[src/rtl/key_scan_pkg.sv]
// Shared types and sizes for the serial key scanner.
// Holds the FSM state enum and the event record.
package key_scan_pkg;

  localparam int NKEYS      = 12;
  localparam int NBITS      = 16;
  localparam int FIFO_DEPTH = 4;

  typedef enum logic [1:0] {
    S_IDLE,
    S_LOAD,
    S_SHIFT,
    S_UPDATE
  } state_t;

  typedef struct packed {
    logic [3:0] key;
    logic       press;
  } evt_t;

endpackage

[src/rtl/key_evt_fifo.sv]
// First-word-fall-through event queue.
// A push into a full queue is accepted only when a pop frees a slot.
module key_evt_fifo
  import key_scan_pkg::*;
#(
  parameter int DEPTH = FIFO_DEPTH
) (
  input  logic clk,
  input  logic rst_n,
  input  logic push,
  input  evt_t din,
  input  logic pop,
  output evt_t dout,
  output logic full,
  output logic empty
);

  localparam int AW = $clog2(DEPTH);

  evt_t          mem [DEPTH];
  logic [AW-1:0] wp;
  logic [AW-1:0] rp;
  logic [AW:0]   cnt;
  logic          do_push;
  logic          do_pop;

  assign full    = (cnt == (AW+1)'(DEPTH));
  assign empty   = (cnt == '0);
  assign do_pop  = pop & ~empty;
  assign do_push = push & (~full | do_pop);
  assign dout    = empty ? '0 : mem[rp];

  always_ff @(posedge clk) begin
    if (do_push) mem[wp] <= din;
  end

  always_ff @(posedge clk or negedge rst_n) begin
    if (!rst_n) begin
      wp  <= '0;
      rp  <= '0;
      cnt <= '0;
    end else begin
      if (do_push) wp <= wp + 1'b1;
      if (do_pop)  rp <= rp + 1'b1;
      unique case ({do_push, do_pop})
        2'b10:   cnt <= cnt + 1'b1;
        2'b01:   cnt <= cnt - 1'b1;
        default: cnt <= cnt;
      endcase
    end
  end

endmodule

[src/rtl/key_scan_ctrl.sv]
// Serial key-matrix scanner: loads and shifts a 16-bit chain,
// debounces 12 keys and queues press/release events.
module key_scan_ctrl
  import key_scan_pkg::*;
#(
  parameter int DIV      = 16,
  parameter int DB_SCANS = 3
) (
  input  logic        clk,
  input  logic        rst_n,
  input  logic        scan_en,
  input  logic        sdata,
  output logic        sclk,
  output logic        shld,
  output logic [11:0] keys,
  output logic        ev_valid,
  input  logic        ev_ready,
  output logic [3:0]  ev_key,
  output logic        ev_press,
  output logic        ovf,
  input  logic        ovf_clr
);

  localparam logic [7:0] DIV_M1 = 8'(DIV - 1);
  localparam logic [1:0] DB_M1  = 2'(DB_SCANS - 1);

  state_t      state;
  state_t      state_nx;
  logic [7:0]  pre;
  logic        tick;
  logic        ld_cnt;
  logic [4:0]  bit_cnt;
  logic [3:0]  idx;
  logic [15:0] sr;
  logic [1:0]  db_cnt [NKEYS];

  logic raw_bit;
  logic cur;
  logic hit;
  logic pop;
  logic full;
  logic empty;
  evt_t din;
  evt_t dout;

  assign tick = (pre == DIV_M1);

  always_ff @(posedge clk or negedge rst_n) begin
    if (!rst_n) state <= S_IDLE;
    else        state <= state_nx;
  end

  always_comb begin
    state_nx = state;
    unique case (state)
      S_IDLE:
        if (tick && scan_en) state_nx = S_LOAD;
      S_LOAD:
        if (tick && ld_cnt) state_nx = S_SHIFT;
      S_SHIFT:
        if (tick && sclk && bit_cnt == 5'(NBITS))
          state_nx = S_UPDATE;
      S_UPDATE:
        if (idx == 4'(NKEYS - 1))
          state_nx = scan_en ? S_LOAD : S_IDLE;
      default: state_nx = S_IDLE;
    endcase
  end

  always_comb begin
    shld = (state != S_LOAD);
  end

  // Debounce decision for the key addressed this UPDATE cycle
  always_comb begin
    raw_bit = sr[idx];
    cur     = keys[idx];
    hit     = (state == S_UPDATE) && (raw_bit != cur)
              && (db_cnt[idx] == DB_M1);
    din     = '{key: idx, press: ~cur};
  end

  always_ff @(posedge clk or negedge rst_n) begin
    if (!rst_n) begin
      pre     <= '0;
      sclk    <= 1'b0;
      ld_cnt  <= 1'b0;
      bit_cnt <= '0;
      idx     <= '0;
      sr      <= '0;
      keys    <= '0;
      for (int i = 0; i < NKEYS; i++) db_cnt[i] <= '0;
    end else begin
      pre <= tick ? '0 : pre + 1'b1;
      unique case (state)
        S_LOAD: begin
          sclk    <= 1'b0;
          bit_cnt <= '0;
          idx     <= '0;
          if (tick) ld_cnt <= ~ld_cnt;
        end
        S_SHIFT: begin
          ld_cnt <= 1'b0;
          if (tick) begin
            if (!sclk) begin
              sclk    <= 1'b1;
              sr      <= {sr[14:0], sdata};
              bit_cnt <= bit_cnt + 1'b1;
            end else begin
              sclk <= 1'b0;
            end
          end
        end
        S_UPDATE: begin
          sclk <= 1'b0;
          idx  <= idx + 1'b1;
          if (raw_bit == cur) begin
            db_cnt[idx] <= '0;
          end else if (hit) begin
            keys[idx]   <= ~cur;
            db_cnt[idx] <= '0;
          end else begin
            db_cnt[idx] <= db_cnt[idx] + 1'b1;
          end
        end
        default: begin
          sclk   <= 1'b0;
          ld_cnt <= 1'b0;
          idx    <= '0;
        end
      endcase
    end
  end

  assign pop      = ~empty & ev_ready;
  assign ev_valid = ~empty;
  assign ev_key   = dout.key;
  assign ev_press = dout.press;

  always_ff @(posedge clk or negedge rst_n) begin
    if (!rst_n)                 ovf <= 1'b0;
    else if (hit && full && !pop) ovf <= 1'b1;
    else if (ovf_clr)           ovf <= 1'b0;
  end

  key_evt_fifo #(
    .DEPTH (FIFO_DEPTH)
  ) u_fifo (
    .clk   (clk),
    .rst_n (rst_n),
    .push  (hit),
    .din   (din),
    .pop   (pop),
    .dout  (dout),
    .full  (full),
    .empty (empty)
  );

endmodule

[config.mk]
export PLATFORM = sky130hd
export DESIGN_NAME = key_scan_ctrl
export DESIGN_NICKNAME = d
export VERILOG_FILES = /design/src/rtl/key_scan_pkg.sv /design/src/rtl/key_evt_fifo.sv /design/src/rtl/key_scan_ctrl.sv
export SDC_FILE = /design/constraint.sdc
export NUM_CORES = 1
export LEC_CHECK = 0
export BUFFER_PORTS_ARGS = -buffer_cell sky130_fd_sc_hd__buf_2
export CAP_MARGIN = 25
export CORE_MARGIN = 4
export CORE_UTILIZATION = 64
export CTS_BUF_LIST = sky130_fd_sc_hd__clkbuf_16
export DETAILED_ROUTE_END_ITERATION = 16
export PLACE_DENSITY_LB_ADDON = 0.25
export RECOVER_POWER = 25
export SLEW_MARGIN = 20
export SYNTH_ARGS = -nofsm -noshare
export SYNTH_HDL_FRONTEND = slang
export SYNTH_HIERARCHICAL = 1
export SYNTH_SLANG_ARGS = --single-unit
[constraint.sdc]
create_clock -name clk -period 5.55 [get_ports clk]
set_clock_uncertainty 0.2 [all_clocks]
set_input_delay 1.3875 -clock clk [delete_from_list [all_inputs] [get_ports clk]]
set_output_delay 1.3875 -clock clk [all_outputs]
set_load 0.02 [all_outputs]
[Yosys cells after proc, flatten, opt, wreduce, memory -nomap -nowiden]
Memory sizes are Yosys's and may differ from the RTL's.
Cells that the tools add are included.
Storage, ports and cells
  register bits after elaboration: 81
  bits in latches: 0
  memory bits (writable): 20
  bits in read-only memories: 0
  logic and storage cells: 129
  memories kept: 1
Cells by class
  $add $sub $neg: 8
  $mul: 0
  divide/modulo/power cells: 0
  $lt $le $gt $ge: 4
  equality and inequality tests: 20
  shift-type cells: 0
  multiplexer cells: 37
  bitwise logic cells: 14
  reductions and logical operators: 21
Memory list
  u_fifo.mem: words 4, width 5, read ports 1, clocked after Yosys merged registers in 0, wr ports 1, line key_evt_fifo.sv:20  | evt_t mem [DEPTH];
Operator list (number)
  $mux 24: 2
  $and 24x24->24: 1
  $bwmux 24: 1
  $not 24->24: 1
  $mux 5: 3
  $mux 2: 7
  $ne 2x2->1 const B: 7
  $bwmux 12: 1
  $mux 1: 12
  $logic_and 1x1->1: 10
  $pmux 5 s2: 1
  $reduce_and 3->1: 3
  $add 8x1->8 const B: 1
  $bmux 1 s4: 2
  $bmux 2 s4: 1
  $demux 2 s4: 1
  $eq 2x2->1 const B: 4
  $eq 8x4->1 const B: 1
  $mux 8: 1
  $pmux 2 s4: 1
  $pmux 4 s2: 1
  $not 1->1: 7
  $add 2x1->2 const B: 3
  $pmux 3 s2: 1
  other kinds (26): 31

[Depth between registers and ports, before layout]
Gate-level depths: netlist of run 1.
  word-level depth: 9
  gate-level depth with buffers: 17
  mapped depth without buffers: 15

[Modules after synthesis]
Netlist of run 1, hierarchy kept.
Modules (own cells, without submodules)
  key_scan_ctrl: times used 1, cells each 388, area each 3960.0 um2, sequential area each 1851.8 um2
  key_evt_fifo: times used 1, cells each 71, area each 1194.9 um2, sequential area each 775.7 um2

[Worst setup path after synthesis of run 1]
Ideal clock, no wire load.
  path kind: reg-to-reg
  start point: reg idx[1]
  end point: reg u_fifo.cnt[2]
  library setup time: 0.125 ns
  arrival: 3.002 ns
  required time: 5.225 ns
  path slack: 2.222 ns
  cell stages (with the launch flop): 18
  clock period less this slack: 3.328 ns
  path through: dfrtp_1 > buf_6 > buf_4 > mux4_2 > nand2b_1 > and2_1 > a21oi_1 > ha_1 > nand2_1 > nor2_1 > o21a_2 > inv_1 > ha_1 > inv_1 > fa_1 > xor2_1 > nor2_1 > xor2_1
On the way
  cells in the longest elaborated chain, start to end: 9
  elaborated cells between the ends (all ways): 17
  classes of those cells: 4 x eq/ne; 8 x mux; 2 x bitwise; 3 x reduce/logical
RTL lines
  from (decl): line key_scan_ctrl.sv:33  | logic [3:0] idx;
  from (signal assigned): line key_scan_ctrl.sv:116  | idx <= idx + 1'b1;
  $not 4->5 (implied by the code): line key_scan_ctrl.sv:79  | && (db_cnt[idx] == DB_M1);
  $bmux 2 s4: line key_scan_ctrl.sv:79
  $mux 2 (implied by the code) (2 in a row): line key_scan_ctrl.sv:79
  $eq 2x2->1: line key_scan_ctrl.sv:79
  $logic_and 1x1->1 *: line key_scan_ctrl.sv:79
  named net hit: line key_scan_ctrl.sv:39  | logic hit;
  $and 1x1->1 *: line key_evt_fifo.sv:30  | assign do_push = push & (~full | do_pop);
  $eq 2x1->1 / $eq 2x2->1 (equally long branches): line key_evt_fifo.sv:45  | unique case ({do_push, do_pop})
  $pmux 3 s2 / $reduce_bool 2->1 (equally long branches)
  to (signal assigned): line key_evt_fifo.sv:46  | 2'b10: cnt <= cnt + 1'b1;
  to (signal assigned): line key_evt_fifo.sv:47  | 2'b01: cnt <= cnt - 1'b1;
  to (signal assigned): line key_evt_fifo.sv:48  | default: cnt <= cnt;
  to (decl): line key_evt_fifo.sv:23  | logic [AW:0] cnt;
Mark *: on every way through the listed nets, which the timed path passes. The rest lies on a longest branch. The select of a mux whose other input is x is not followed.
A chain may end at the register's enable or synchronous reset.

[Final worst setup path of run 1]
Same ends and word-level chain as after synthesis.

==> results of run 1 <==
==> flip-flops by register name, summed over array words and instances, names as in the netlist <==
signal      flops
u_fifo/wp       2
idx             4
ld_cnt          1
pre             8
sr             16
sclk            1
keys           12
bit_cnt         5
state           2
ovf             1
u_fifo/cnt      3
u_fifo/rp       2
db_cnt         24
u_fifo/mem     20
==> cell families after synthesis <==
kind of cell    share of synthesized area (%)
flops                                    51.0
fa+ha+maj                                4.76
xor+xnor                                 2.55
compound gates                           9.78
simple gates                             14.6
mux                                      13.6
buf+inv                                  3.76
==> per-stage QoR <==
| step | hold slack [ns] | utilization, % | std cells |
|---|---|---|---|
| 2_1_floorplan | 0.233 | - | 459 |
| 4_1_cts | 0.268 | 72.6 | 583 |
| 6_report | 0.264 | 72.6 | 583 |
| 5_1_grt | 0.306 | 72.6 | 583 |
| 3_5_place_dp | 0.259 | 68.7 | 568 |
| 3_3_place_gp | 0.248 | 68.7 | 568 |
==> final timing paths <==
path / depth (start not counted) / endpoint
setup / recovery: 16 / u_fifo/cnt[2]
hold / removal: 1 / pre[0]
setup reg to reg: 16 / u_fifo/cnt[2]
hold reg to reg: 1 / pre[0]
max in group asynchronous: 1 / db_cnt[23]
min in group asynchronous: 1 / pre[7]
==> Yosys cell counts (all sizes together) (10+ instances only) <==
library cell,count
a31oi,10
buf,12
dfrtp,81
edfxtp,20
ha,18
inv,26
mux2,13
mux2i,14
mux4,17
nand2,99
nor2,16
o21ai,32
xor2,11
==> layout make-up <==
cell class,instances,area (um^2),area share [%]
Clock buffer,10,250,4.44
Multi-Input combinational cell,311,2330,41.4
Timing Repair Buffer,28,141,2.51
Inverter,26,97.6,1.73
Sequential cell,101,2630,46.6
Clock inverter,5,57.6,1.02
Tap cell,102,128,2.26
==> power breakdown <==
part	internal, W	total (W)	switching (W)
clock	0.000375	0.000645	0.000270
sequential	0.000774	0.000808	0.0000334
combinational	0.0000623	0.000131	0.0000684
total	0.00121	0.00158	0.000372
==> routing by layer <==
metal / up-vias / track usage (%)
met5: - / 0
met4: 0 / 9.37
met3: 19 / 5.29
met2: 114 / 37.3
met1: 1777 / 31.3
li1: 1633 / -
==> impl_metrics.csv, run 1 <==
group,metric,value,unit
critical_path,cp-startpoint,"idx[1]",
routing,dr.pass1.iters,4,
power,vdd_drop_max,0.178,mV
power,fin_total_pwr,0.00158,W
cts,cts_buffers,9,
placed_design,hpwl,7030,um
placed_design,dp_slack,1.58,ns
logic_synthesis,syn_inst,459,
logic_synthesis,yosysSeqAreaShare,51.0,%
cts,path_clk_slew,0.07,ns
cts,cts_sinks,101,
routing,drt-total-wl,10400,um
routing,wl_met3,576,um
global_route,grt_start_max_net_pins,82,
global_route,overflow,0,
logic_synthesis,syn-num-nets,484,
logic_synthesis,yosysTopAreaCellShare,39.3,%
logic_synthesis,synth_seq_cells,101,
logic_synthesis,postSynth.asyncResetShare,80.2,%
cts,cts_buffer_depth,2,
final_layout,n_antenna_cell,0,
worst_hold_path,min_from,"pre[0]",
run,cap_violations,1,
routing,avgViaCountPerCell,6.08,
sta,fmaxAchievable,237,MHz
floorplanning,row_count,32,
logic_synthesis,netlist_area,0.00515,mm^2
global_route,grt_pass1_vias,3600,
critical_path,regToRegStartpoint,"idx[1]",
cts,clk-insertion-delay-late,0.34,ns
critical_path,path_delay_family,"buffers and inverters",
sta,drv_slew,82,
logic_synthesis,ys_top_cells_by_area,"dfrtp_1, edfxtp_1, mux4_2",
critical_path,cp.required,5.58,ns
floorplanning,core,0.00777,mm^2
routing,drtAntennaViolNets,0,
power,leakage,2.54,nW
cts,cts-hold-fix-buffers,0,
final_layout,nFillCells,550,
cts,cts_tree,"yes",
critical_path,cpMaxStageDelayCell,"dfrtp_1",
floorplanning,die-area,0.00955,mm^2
floorplanning,start_util,66.4,%
placed_design,place.gp.congestion,0.825,
final_layout,stdcell_area,0.00564,mm^2
critical_path,path_max_fanout,13,
sta,setup_viol,0,
status,violations,"max-capacitance violations, max-slew violations",
logic_synthesis,synth_ff_type,"dfrtp_1",
critical_path,cp-end-kind,"flip-flop",
logic_synthesis,ys_warn_count,6,
critical_path,worstPathCellList,"clkbuf_1 > mux4_2 > nand2b_1 > and2_1 > a21oi_1 > ha_1 > nand2_1 > nor2_1 > o21a_2 > inv_1 > ha_1 > inv_1 > fa_1 > xor2_1 > nor2_1 > xor2_1",
worst_hold_path,hold_class,"reg -> reg",
routing,wl_met1,4480,um
final_layout,area_growth,9.32,%
routing,drt_iter0_markers,240,
logic_synthesis,synth_area_leader_cell,"dfrtp_1",
logic_synthesis,synth-edff-count,20,
global_route,antenna_found_initial,0,
final_layout,final_cell_mix,"nand2_1, dfrtp_1, inv_1, buf_2, o21ai_0",
sta,rsz0062_at_grt,"false",
global_route,grt_pass1_wl,17800,um
status,status,"complete, but fails checks",
routing,num_vias,3543,
routing,routed.top_layer,"met4",
final_layout,drive_gt1_share,19.5,%
routing,route.met2.wl,5130,um
cts,cts_root_buf,"clkbuf_16",
routing,wire_per_inst,17.8,um
final_layout,layout_commonest_cell,"nand2_1",
sta,relSlewSlack,-33.4,%
critical_path,arrival,4.25,ns
sta,timing.final.crit_period,4.23,ns
sta,worst_pin_slew,2.00,ns
cts,postCtsSetupBuffers,0,
critical_path,cp_num_buf_inv,3,
sta,postLayoutSetupSlackWorst,1.32,ns
logic_synthesis,synth_area_per_cell,11.2,um^2
critical_path,rrSetupSlack,1.32,ns
sta,period_share,76.1,%
cts,cts-resized-gates,0,
floorplanning,ios,27,
routing,drc_errors,0,
placed_design,port_buffers,26,
critical_path,critical_path_class,"reg -> reg",
power,power.density,281,mW/mm^2
floorplanning,fp.dieW,97.7,um
sta,fin_setup_tns,0,ns
floorplanning,dieHeight,97.7,um
placed_design,dpl-instance-area,0.00533,mm^2
critical_path,cpPeakStageDelay,0.67,ns
final_layout,final_nets,502,
cts,ctsHtreeMaxLevel,3,
critical_path,cp-start-kind,"flip-flop",
sta,finalHoldViolations,0,
logic_synthesis,synthDistinctLibCells,58,
global_route,grt_use_total,23.3,%
Note: power is estimated with default switching activity, not from simulation.
==> run 2, diff against run 1 <==
--- a/config.mk
+++ b/config.mk
@@ -5,10 +5,11 @@
 export SDC_FILE = /design/constraint.sdc
 export NUM_CORES = 1
 export LEC_CHECK = 0
+export ABC_AREA = 1
 export BUFFER_PORTS_ARGS = -buffer_cell sky130_fd_sc_hd__buf_2
 export CAP_MARGIN = 25
 export CORE_MARGIN = 4
-export CORE_UTILIZATION = 64
+export CORE_UTILIZATION = 56
 export CTS_BUF_LIST = sky130_fd_sc_hd__clkbuf_16
 export DETAILED_ROUTE_END_ITERATION = 16
 export PLACE_DENSITY_LB_ADDON = 0.25
==> constraint.sdc (replaced) <==
create_clock -name clk -period 3.49 [get_ports clk]
set_clock_uncertainty 0.2 [all_clocks]
set_input_delay 0.8725 -clock clk [delete_from_list [all_inputs] [get_ports clk]]
set_output_delay 0.8725 -clock clk [all_outputs]
set_load 0.02 [all_outputs]
==> impl_metrics.csv, run 2 <==
group,metric,value,unit
status,status,"complete, but fails checks",
status,violations,"max-capacitance violations, max-slew violations",
critical_path,cp-start-kind,"flip-flop",
logic_synthesis,synth_area_leader_cell,"dfrtp_1",
logic_synthesis,syn-num-nets,714,
floorplanning,start_util,58.5,%
placed_design,dpl-instance-area,0.00570,mm^2
global_route,antenna_found_initial,0,
cts,cts_buffer_depth,2,
logic_synthesis,ys_warn_count,6,
final_layout,n_antenna_cell,0,
sta,fmaxAchievable,323,MHz
global_route,met1_usage,26.7,%
sta,worst_pin_slew,2.00,ns
placed_design,dp_slack,0.458,ns
routing,drtAntennaViolNets,0,
global_route,grt_pass1_vias,4233,
final_layout,drive_gt1_share,12.2,%
routing,drc_errors,0,
critical_path,critical_path_class,"reg -> reg",
logic_synthesis,yosysSeqAreaShare,47.7,%
logic_synthesis,ys_top_cells_by_area,"dfrtp_1, nand2_1, edfxtp_1",
logic_synthesis,yosysMostFrequentCell,"nand2_1",
global_route,grt_pass1_wl,19500,um
final_layout,multi_input_area,0.00218,mm^2
final_layout,reg.largest.list,"db_cnt x24, u_fifo/mem x20, sr x16",
sta,setup_viol,0,
logic_synthesis,synth.top_cells.by_count,"nand2_1, inv_1, dfrtp_1",
logic_synthesis,synth_ff_type,"dfrtp_1",
sta,postLayoutSetupSlackWorst,0.394,ns
global_route,overflow,0,
power,vdd_drop_max,0.260,mV
cts,path_clk_slew,0.07,ns
floorplanning,ios,27,
worst_hold_path,hold_class,"reg -> reg",
routing,drt-total-wl,11200,um
placed_design,place.gp.congestion,0.899,
sta,timing.final.crit_period,3.10,ns
critical_path,cp.required,3.56,ns
floorplanning,row_count,35,
floorplanning,die-area,0.0115,mm^2
floorplanning,fp.dieW,107,um
cts,postCtsSetupBuffers,0,
final_layout,regMostFlops,"db_cnt",
final_layout,final_cell_mix,"nand2_1, inv_1, dfrtp_1",
sta,drv_slew,82,
placed_design,port_buffers,26,
critical_path,path_max_fanout,13,
logic_synthesis,postSynth.asyncResetShare,80.2,%
run,cap_violations,1,
global_route,grt_use_total,21.1,%
sta,finalHoldViolations,0,
final_layout,fin_util,63.6,%
cts,cts_buffers,9,
final_layout,stdcell_area,0.00599,mm^2
critical_path,arrival,3.17,ns
cts,cts-hold-fix-buffers,0,
sta,fin_setup_tns,0,ns
logic_synthesis,syn_inst,689,
floorplanning,dieHeight,107,um
placed_design,hpwl,8010,um
routing,avgViaCountPerCell,5.14,
logic_synthesis,synth_seq_cells,101,
routing,num_vias,4331,
critical_path,cp-end-kind,"flip-flop",
cts,cts_sinks,101,
routing,wire_per_inst,13.3,um
sta,rsz0062_at_grt,"false",
final_layout,largest_register_ffs,24,
cts,cts-resized-gates,0,
global_route,grt_start_max_net_pins,82,
cts,ctsHtreeMaxLevel,3,
cts,cts_root_buf,"clkbuf_16",
global_route,grt-busiest-layer,"met2",
power,leakage,3.07,nW
logic_synthesis,synth-edff-count,20,
logic_synthesis,netlist_area,0.00551,mm^2
floorplanning,core,0.00942,mm^2
global_route,grt_use_met2,37.0,%
power,power.density,370,mW/mm^2
final_layout,layout_commonest_cell,"nand2_1",
final_layout,final_nets,734,
sta,relSlewSlack,-33.0,%
logic_synthesis,yosysTopAreaCellShare,36.8,%
logic_synthesis,synthDistinctLibCells,35,
sta,period_share,88.7,%
logic_synthesis,synth_area_per_cell,8.00,um^2
routing,drt_iter0_markers,205,
routing,dr.pass1.iters,5,
global_route,use_met3,4.27,%
final_layout,area_growth,8.70,%
final_layout,register_area,0.00263,mm^2
final_layout,nFillCells,826,
cts,cts_tree,"yes",
cts,clk-insertion-delay-late,0.35,ns
-- run 2: routing by layer --
| layer | vias to the layer above | routed length, um |
|---|---|---|
| li1 | 2179 | - |
| met1 | 2060 | 4980 |
| met2 | 75 | 5690 |
| met3 | 17 | 407 |
| met4 | 0 | 155 |
| met5 | - | 0 |
-- run 2: cells by family after synthesis --
logic type | after synthesis | share of synthesized area, %
AOI/OAI and AO/OA | 97 | 9.70
xor gates and xnor gates | 9 | 1.43
adders and majority gates | 19 | 4.45
buffers and inverters | 167 | 12.7
DFF | 101 | 47.7
and+or+nand+nor | 296 | 24.1
-- run 2: critical path, stage by stage (launching register included) --
cell and delay (ns):
dfrtp_1 0.41, buf_4 0.22, a21oi_1 0.10, o21ai_1 0.13
nand2_1 0.08, nand2_1 0.06, nand2_1 0.06, nor2_2 0.15
ha_1 0.17, nand2_1 0.07, a21oi_1 0.30, nand2_2 0.17
ha_1 0.24, inv_1 0.09, fa_1 0.42, o21ai_0 0.16
-- run 2: where the power goes --
group | total [W] | switching [W] | leakage (nW) | internal (W)
combinational | 0.0000352 | 0.0000301 | 1.62 | 0.00000510
sequential | 0.00120 | 0.000000396 | 1.31 | 0.00120
clock | 0.000979 | 0.000478 | 0.134 | 0.000501
-- run 2: final timing paths --
kind                         from       endpoint  slack (ns)  cells past startpoint
max                        idx[0]  u_fifo/cnt[1]        0.39                     15
min                        pre[0]         pre[0]        0.26                      1
min in group asynchronous   rst_n         pre[1]        0.88                      1
min reg2reg                pre[0]         pre[0]        0.26                      1
max in group asynchronous   rst_n        keys[5]        1.03                      1
max reg2reg                idx[0]  u_fifo/cnt[1]        0.39                     15
-- run 2: final cells by class --
type / instances / share of cell area, %
Timing Repair Buffer: 34 / 3.18
Clock buffer: 9 / 3.76
Clock inverter: 7 / 1.09
Tap cell: 129 / 2.69
Inverter: 142 / 8.94
Sequential cell: 101 / 43.9
Multi-Input combinational cell: 421 / 36.5
-- run 2: metrics by stage --
stage,hold slack [ns],instances,total power (W)
detailed placement,0.250,827,0.00126
floorplan,0.233,689,0.00124
finish,0.257,843,0.00221
global route,0.285,843,0.00229
global placement,0.244,827,0.00126
CTS,0.260,843,0.00223
